## src/rtl/ins_buf_pkg.sv

```systemverilog
// Shared constants, types and helpers for the instruction-buffer dispatch controller.
package ins_buf_pkg;

  localparam int DEPTH           = 16;
  localparam int ADDR_W          = 5;
  localparam int OCC_W           = $clog2(DEPTH) + 1;
  localparam int STALL_EXIT_FREE = 4;
  localparam int FLUSH_CYCLES    = 2;

  typedef logic [ADDR_W-1:0] slot_addr_t;
  typedef logic [OCC_W-1:0]  occ_t;

  localparam slot_addr_t NO_SLOT = 5'd31;

  typedef enum logic [1:0] {
    RUN   = 2'd0,
    STALL = 2'd1,
    FLUSH = 2'd2
  } disp_state_t;

  function automatic logic [2:0] popcount4(input logic [3:0] v);
    popcount4 = {2'b00, v[0]} + {2'b00, v[1]} + {2'b00, v[2]} + {2'b00, v[3]};
  endfunction

endpackage

```

## src/rtl/ins_grant_prefix.sv

```systemverilog
// In-order 4-lane grant selection with prefix-sum slot addressing.
// A free budget of zero suppresses every grant and leaves all lanes at NO_SLOT.
module ins_grant_prefix
  import ins_buf_pkg::*;
(
  input  logic [3:0]  ins_new_vld,
  input  logic [4:0]  base,
  input  logic [4:0]  free,
  output logic [3:0]  ins_grant,
  output logic [19:0] ins_new_addr
);

  logic [2:0] taken_s;
  logic       blocked_s;

  // Walk lanes oldest-first; the first valid lane that misses blocks all younger lanes.
  always_comb begin
    taken_s      = 3'd0;
    blocked_s    = 1'b0;
    ins_grant    = 4'b0000;
    ins_new_addr = {4{NO_SLOT}};
    for (int i = 0; i < 4; i++) begin
      if (ins_new_vld[i] && !blocked_s && ({2'b00, taken_s} < free)) begin
        ins_grant[i]            = 1'b1;
        ins_new_addr[i*5 +: 5]  = base + {2'b00, taken_s};
        taken_s                 = taken_s + 3'd1;
      end else begin
        blocked_s = blocked_s | ins_new_vld[i];
      end
    end
  end

endmodule

```

## src/rtl/ins_buffer_dispatch_ctrl.sv

```systemverilog
// Dispatch controller for the 16-entry collapsing instruction buffer: grants,
// slot addresses, occupancy tracking, stall and post-flush recovery.
module ins_buffer_dispatch_ctrl
  import ins_buf_pkg::*;
(
  input  logic        clk,
  input  logic        rst_n,
  input  logic        flush,
  input  logic [3:0]  ins_new_vld,
  input  logic [3:0]  ins_out,
  output logic [3:0]  ins_grant,
  output logic [19:0] ins_new_addr,
  output logic        stall,
  output logic [4:0]  occupancy,
  output logic        full,
  output logic        empty,
  output logic        underflow_err
);

  localparam occ_t       DEPTH_C    = 5'd16;
  localparam occ_t       EXIT_C     = 5'd4;
  localparam logic [1:0] CNT_LOAD_C = 2'd1;

  disp_state_t state_r, state_next_s;
  occ_t        occupancy_r, occ_next_s;
  logic [1:0]  flush_cnt_r, flush_cnt_next_s;
  logic        stall_r;
  logic        underflow_err_r;

  logic [2:0]  out_sum_s;
  occ_t        out_eff_s;
  logic        underflow_s;
  occ_t        base_s;
  occ_t        free_s;
  occ_t        free_eff_s;
  logic        grant_en_s;
  logic [3:0]  grant_s;
  logic        blocked_s;

  // Issued-entry count, clamped to occupancy so the counter can never wrap.
  always_comb begin
    if (state_r == FLUSH) begin
      out_sum_s = 3'd0;
    end else begin
      out_sum_s = popcount4(ins_out);
    end
    if ({2'b00, out_sum_s} > occupancy_r) begin
      underflow_s = 1'b1;
      out_eff_s   = occupancy_r;
    end else begin
      underflow_s = 1'b0;
      out_eff_s   = {2'b00, out_sum_s};
    end
    base_s = occupancy_r - out_eff_s;
    free_s = DEPTH_C - base_s;
  end

  // Grants are only offered in RUN, outside reset and with no flush pending.
  always_comb begin
    grant_en_s = rst_n && !flush && (state_r == RUN);
    if (grant_en_s) begin
      free_eff_s = free_s;
    end else begin
      free_eff_s = 5'd0;
    end
  end

  ins_grant_prefix u_grant_prefix (
    .ins_new_vld  (ins_new_vld),
    .base         (base_s),
    .free         (free_eff_s),
    .ins_grant    (grant_s),
    .ins_new_addr (ins_new_addr)
  );

  assign blocked_s = |(ins_new_vld & ~grant_s);

  // Next state, next occupancy and flush-recovery counter.
  always_comb begin
    state_next_s     = state_r;
    occ_next_s       = occupancy_r;
    flush_cnt_next_s = flush_cnt_r;
    if (flush) begin
      state_next_s     = FLUSH;
      occ_next_s       = 5'd0;
      flush_cnt_next_s = CNT_LOAD_C;
    end else begin
      case (state_r)
        RUN: begin
          occ_next_s = base_s + {2'b00, popcount4(grant_s)};
          if (blocked_s) begin
            state_next_s = STALL;
          end else begin
            state_next_s = RUN;
          end
        end
        STALL: begin
          occ_next_s = base_s;
          if ((DEPTH_C - base_s) >= EXIT_C) begin
            state_next_s = RUN;
          end else begin
            state_next_s = STALL;
          end
        end
        FLUSH: begin
          occ_next_s = 5'd0;
          if (flush_cnt_r == 2'd0) begin
            state_next_s = RUN;
          end else begin
            flush_cnt_next_s = flush_cnt_r - 2'd1;
          end
        end
        default: begin
          state_next_s     = RUN;
          occ_next_s       = 5'd0;
          flush_cnt_next_s = 2'd0;
        end
      endcase
    end
  end

  // State register; stall tracks whether the next state withholds grants.
  always_ff @(posedge clk or negedge rst_n) begin
    if (!rst_n) begin
      state_r <= RUN;
      stall_r <= 1'b0;
    end else begin
      state_r <= state_next_s;
      stall_r <= (state_next_s != RUN);
    end
  end

  // Occupancy, flush counter and sticky underflow flag.
  always_ff @(posedge clk or negedge rst_n) begin
    if (!rst_n) begin
      occupancy_r     <= 5'd0;
      flush_cnt_r     <= 2'd0;
      underflow_err_r <= 1'b0;
    end else begin
      occupancy_r     <= occ_next_s;
      flush_cnt_r     <= flush_cnt_next_s;
      underflow_err_r <= underflow_err_r | underflow_s;
    end
  end

  assign ins_grant     = grant_s;
  assign stall         = stall_r;
  assign occupancy     = occupancy_r;
  assign full          = (occupancy_r == DEPTH_C);
  assign empty         = (occupancy_r == 5'd0);
  assign underflow_err = underflow_err_r;

endmodule

```

## config.mk

```make
export PLATFORM = sky130hd
export DESIGN_NAME = ins_buffer_dispatch_ctrl
export DESIGN_NICKNAME = d
export VERILOG_FILES = /design/src/rtl/ins_buf_pkg.sv /design/src/rtl/ins_grant_prefix.sv /design/src/rtl/ins_buffer_dispatch_ctrl.sv
export SDC_FILE = /design/constraint.sdc
export NUM_CORES = 1
export LEC_CHECK = 0
export CAP_MARGIN = 25
export CORE_MARGIN = 1
export CORE_UTILIZATION = 45
export CTS_BUF_LIST = sky130_fd_sc_hd__clkbuf_16
export CTS_CLUSTER_DIAMETER = 80
export DETAILED_ROUTE_END_ITERATION = 8
export PLACE_DENSITY = 0.7
export SLEW_MARGIN = 25
export SYNTH_ARGS = -nofsm -noshare
export SYNTH_HDL_FRONTEND = slang
export SYNTH_HIERARCHICAL = 1
export SYNTH_SLANG_ARGS = --single-unit
```

## constraint.sdc

```tcl
create_clock -name clk -period 17.19 [get_ports clk]
set_input_delay 3.438 -clock clk [delete_from_list [all_inputs] [get_ports clk]]
set_output_delay 3.438 -clock clk [all_outputs]
set_load 0.05 [all_outputs]
```

Word level (Yosys, flattened, before mapping)
Index checks and enable logic that the tools add are counted.
{"block": "word_totals", "word_cells": 84, "ff_bits": 11, "memories": 0, "output_inout_bits": 33, "latchBits": 0, "ram_bits": 0, "romBits": 0}
{"block": "op_classes", "div_mod_pow": 0, "n_addsub": 15, "multipliers": 0, "reduce_logical": 20, "n_shift": 0, "mux": 28, "n_lt_le_gt_ge": 6, "n_eq_ne": 5, "bitwise_logic": 5}
{"operator": "two-way mux 5 bit", "count": 7}
{"operator": "adder 5 x 3 -> 5 bit", "count": 3}
{"operator": "two-way mux 1 bit", "count": 11}
{"operator": "< comparator 3 x 5 -> 1 bit", "count": 2}
{"operator": "case mux 5 bit (2 select lines)", "count": 1}
{"operator": "logical AND 1 bit", "count": 9}
{"operator": "two-way mux 3 bit", "count": 3}
{"operator": "two-way mux 2 bit", "count": 4}
{"operator": "adder 2 x 1 -> 3 bit", "count": 2}
{"operator": "adder 3 x 1 -> 3 bit", "count": 2}
{"operator": "case mux 2 bit (3 select lines)", "count": 1}
{"operator": "adder 5 x 1 -> 5 bit", "count": 1}
{"operator": "== test 5 bit, second input constant", "count": 1}
{"operator": "greater-or-equal comparator 5 x 3 -> 1 bit, second input constant", "count": 1}
{"operator": "greater-than comparator 3 x 5 -> 1 bit", "count": 1}
{"operator": "logical NOT 5 bit", "count": 1}
{"operator": "< comparator 1 x 5 -> 1 bit", "count": 1}
{"operator": "< comparator 1 x 5 -> 1 bit, first input constant", "count": 1}
{"operator": "subtractor 5 bit", "count": 1}
{"operator": "subtractor 5 bit, first input constant", "count": 1}
{"operator": "adder 1 x 1 -> 2 bit", "count": 2}
{"operator": "AND 4 bit", "count": 1}
{"operator": "logical NOT 1 bit", "count": 4}
{"operator": "logical NOT 2 bit", "count": 2}
{"operator": "14 further kinds", "count": 16}

Longest topological paths before layout
{"block": "logic_depth", "word_depth": 31, "ltp_mapped": 40}

By module
Netlist, hierarchy kept.
{"mod": "ins_buffer_dispatch_ctrl", "area_per_inst_um2": 1108.6, "n_inst": 1, "cells_each": 123}
{"mod": "ins_grant_prefix", "area_per_inst_um2": 737.0, "n_inst": 1, "cells_each": 102}

Worst setup path after synthesis
No wires, ideal clock.
{"block": "synth_timing", "kind": "input-to-output", "from": "input port ins_out[0]", "to": "output port ins_grant[3]", "arrival_time_ps": 10975, "slack_ps": 2777, "required_time_ps": 13752, "path_stages": 31, "cell_sequence": "fa_1 > ha_1 > ha_1 > and2_1 > ha_1 > a21o_1 > a21oi_1 > nor4_2 > mux2i_1 > ha_1 > inv_1 > fa_1 > inv_1 > ha_1 > nand2_2 > nor3_1 > xnor2_1 > nor2_1 > or3_1 > o31ai_1 > inv_1 > ha_1 > xor2_1 > o2bb2ai_2 > o21ai_1 > and4_1 > ha_1 > a21oi_1 > o21ai_0 > a311oi_2 > and2_1"}
{"block": "synth_via", "elab_chain_len": 24, "elab_cells_between_ends": 34, "cone_classes": "add/sub: 7; order compare: 5; mux: 10; bitwise: 2; reduce/logical: 10"}
{"element": "from (decl)", "line": "ins_buffer_dispatch_ctrl.sv:10", "source": "input logic [3:0] ins_out,"}
{"element": "adder 1 x 1 -> 2 bit *", "line": "ins_buf_pkg.sv:22", "source": "popcount4 = {2'b00, v[0]} + {2'b00, v[1]} + {2'b00, v[2]} + {2'b00, v[3]};"}
{"element": "adder 2 x 1 -> 3 bit *", "line": "ins_buf_pkg.sv:22"}
{"element": "adder 3 x 1 -> 3 bit *", "line": "ins_buf_pkg.sv:22"}
{"element": "two-way mux 3 bit *", "line": "ins_buffer_dispatch_ctrl.sv:42", "source": "if (state_r == FLUSH) begin"}
{"element": "greater-than comparator 3 x 5 -> 1 bit", "line": "ins_buffer_dispatch_ctrl.sv:47", "source": "if ({2'b00, out_sum_s} > occupancy_r) begin"}
{"element": "two-way mux 5 bit *", "line": "ins_buffer_dispatch_ctrl.sv:47"}
{"element": "subtractor 5 bit *", "line": "ins_buffer_dispatch_ctrl.sv:54", "source": "base_s = occupancy_r - out_eff_s;"}
{"element": "named net base_s[1]", "line": "ins_buffer_dispatch_ctrl.sv:33", "source": "occ_t base_s;"}
{"element": "subtractor 5 bit *", "line": "ins_buffer_dispatch_ctrl.sv:55", "source": "free_s = DEPTH_C - base_s;"}
{"element": "two-way mux 5 bit *", "line": "ins_buffer_dispatch_ctrl.sv:61", "source": "if (grant_en_s) begin"}
{"element": "named net free_eff_s[4]", "line": "ins_buffer_dispatch_ctrl.sv:35", "source": "occ_t free_eff_s;"}
{"element": "branches (longest 13 deep; another with < comparator 1 x 5 -> 1 bit)"}
{"element": "logical AND 1 bit *", "line": "ins_grant_prefix.sv:23", "source": "if (ins_new_vld[i] && !blocked_s && ({2'b00, taken_s} < free)) begin"}
{"element": "two-way mux 1 bit *", "line": "ins_grant_prefix.sv:23"}
{"element": "to (decl)", "line": "ins_buffer_dispatch_ctrl.sv:11", "source": "output logic [3:0] ins_grant,"}
Mark *: on every way through the listed nets, which the timed path passes.

Final worst setup path
Ends and elaborated chain as after synthesis.

==> reports/metrics.cfg <==
[outcome]
status = complete, no violations

[route]
finalWirelength_um = 4360
drt-initial-drc-count = 107
drt_first_pass_iters = 4
drc = 0
num_vias = 1695
vias_per_cell = 5.38
ant_nets = 0
wl_per_cell_um = 13.9

[synthesis]
synthAdderAreaFrac_pct = 23.5
synthCells = 225
yosys.area.top_type = ha_1
yosysTopAreaCellShare_pct = 16.9
synth-seq-cells = 11
synth.distinct_cells = 54
ys_seq_area_share_pct = 14.9
yosysWarnings = 6
synthSimpleGateAreaFrac_pct = 28.2
syn_area_um2 = 1850
synth-compound-area-share_pct = 15.5
synth_top_family_by_area = simple AND/OR/NAND/NOR gates
synth_area_leaders = ha_1, dfrtp_1, fa_1
synthMuxAreaShare_pct = 2.98
synth_edf_count = 0
ys_async_sr_fraction_pct = 100
postSynthAreaPerCell_um2 = 8.20
synth_nets = 267
yosys.area_share.xor_xnor_pct = 8.41
synthFlopType = dfrtp_1

[placed_design]
io_buffers = 43
post-dp-hpwl_um = 3430
dp_slack_ns = 1.35
placed_area_um2 = 2310
place_congestion = 0.839

[sta]
setup_slack_ns = 1.31
slew_headroom_pct = 46.8
hold_ws_ns = 0.466
setup_viol = 0
report.final.slew_viol_count = 0
fin_crit_ns = 15.88
layout_worst_path_cycle_share_pct = 92.4
rsz0062_at_grt = no
skew_ns = 0.00126
tns_ns = 0
fmax_ghz = 0.0630
tightest_slew_ns = 0.793
hold_viol = 0

[critical_path]
worstSetupStartpoint = ins_out[0]
r2r_cells = 36
max_stage_delay_ns = 0.84
cp-endpoint = ins_grant[3]
r2r-end = occupancy[1]$_DFF_PN0_
worstPathMaxFanout = 13
r2r_slack_ns = 7.83
worstSetupStartpointType = primary input
worst_path_max_delay_cell = fa_1
crit_arrival_ns = 12.44
critPathCaptureType = output pin
setup.worst_path.class = primary input to output pin
rr_startpoint = state_r[0]$_DFF_PN0_
cp.required_ns = 13.75
cpMostUsedCell = ha_1

[floorplanning]
ioPinCount = 44
dieArea_um2 = 4360
placeableCoreArea_um2 = 3800
std_cell_rows = 22
die_x_um = 66.0
die_y_um = 66.0
start_util_pct = 48.6

[final_layout]
final_cell_mix = clkdlybuf4s50_1, ha_1, inv_1
nets = 310
multi_input_area_um2 = 1450
final_area_um2 = 2390
area_growth_pct = 29.6
seqCellArea_um2 = 275
diodes = 0
drive_above_1_share_pct = 6.74
fillCellCount = 352
final_common_cell = clkdlybuf4s50_1

[cts]
cts_setup_buffers = 0
cts_buffers = 3
htreeDepth = 1
cts_tree = done
clock_sinks = 11
postCtsHoldBufs = 0
clock_latency_ns = 0.24
clk_path_buf_depth = 2
clk_pin_slew_ns = 0.04
ctsResizeCount = 0
root_buffer = clkbuf_16

[global_route]
grt_max_degree = 16
grt-ovfl-total = 0
first_global_vias = 1570
track_usage_pct = 22.4
antenna_found_initial = 0
grt_pass1_wl_um = 7420

[hold_path]
hold_class = flip-flop to flip-flop
holdPathStages = 1

[flow_run]
drv_cap = 0

## flip-flops by register name, indices dropped and copies added, names as in the netlist
signal,cells
stall,1
occupancy,5
underflow_err,1
state_r,2
flush_cnt_r,2
## worst min-delay path by stage
| stage | startpoint | endpoint | slack (ns) |
|---|---|---|---|
| final | underflow_err$_DFF_PN0_ | underflow_err$_DFF_PN0_ | 0.47 |
| after global placement | underflow_err$_DFF_PN0_ | underflow_err$_DFF_PN0_ | 0.45 |
| after detailed placement | underflow_err$_DFF_PN0_ | underflow_err$_DFF_PN0_ | 0.46 |
| after CTS | underflow_err$_DFF_PN0_ | underflow_err$_DFF_PN0_ | 0.47 |
| after floorplan | flush_cnt_r[0]$_DFFE_PN0P_ | flush_cnt_r[0]$_DFFE_PN0P_ | 0.48 |
| after global routing | underflow_err$_DFF_PN0_ | underflow_err$_DFF_PN0_ | 0.49 |
## critical path, delay by kind of cell
family	cells	cell delay (ns)
AOI/OAI and AO/OA	8	1.91
buffers and inverters	5	1.56
muxes	1	0.25
xor gates and xnor gates	1	0.13
adders and majority gates	9	3.10
and+or+nand+nor	9	2.04
## Yosys cell counts, types with 2 or more instances
library cell and number:
nand3_1 8, o211a_1 2, nor2b_1 5, a31oi_1 2, nor2_1 13, a21o_1 3
nand3b_1 5, or2_2 5, nand2b_1 8, dfrtp_1 11, clkbuf_1 5, and3_1 5
or2_1 3, ha_1 25, or3_1 4, mux2i_1 4, nand2_1 11, fa_1 6
a211oi_1 2, inv_1 23, o21ai_0 3, nor3_1 10, xnor2_1 8, nand4_1 2
and2_1 7, xor2_1 6, a21oi_1 11, o211ai_1 2
## metal layers
metal	part of all wire [%]	global-route usage, %	wire length (um)
met1	53	32.8	2290
met4	1.1	5.59	46
met3	4.1	3.97	180
met2	42	33.5	1840
met5	0	0	0
## through the flow
stage	utilization [%]	instances
after global routing	63.0	315
final	63.0	315
after floorplan	-	225
after detailed placement	60.9	311
after global placement	60.9	311
after CTS	63.0	315
## final cells by class
cell class | count | area share, %
Clock buffer | 3 | 3.14
Clock inverter | 1 | 0.157
Inverter | 24 | 3.77
Multi-Input combinational cell | 184 | 60.6
Sequential cell | 11 | 11.5
Tap cell | 48 | 2.51
Timing Repair Buffer | 44 | 18.3
## cells by family after synthesis
| family | count (synthesis) |
|---|---|
| simple gates | 93 |
| compound gates | 39 |
| fa+ha+maj | 31 |
| buf+inv | 30 |
| xor+xnor | 16 |
| flops | 11 |
| mux | 5 |
Power is not shown: default switching activity piles up to over one toggle a cycle in this logic, so the estimate is an artifact.
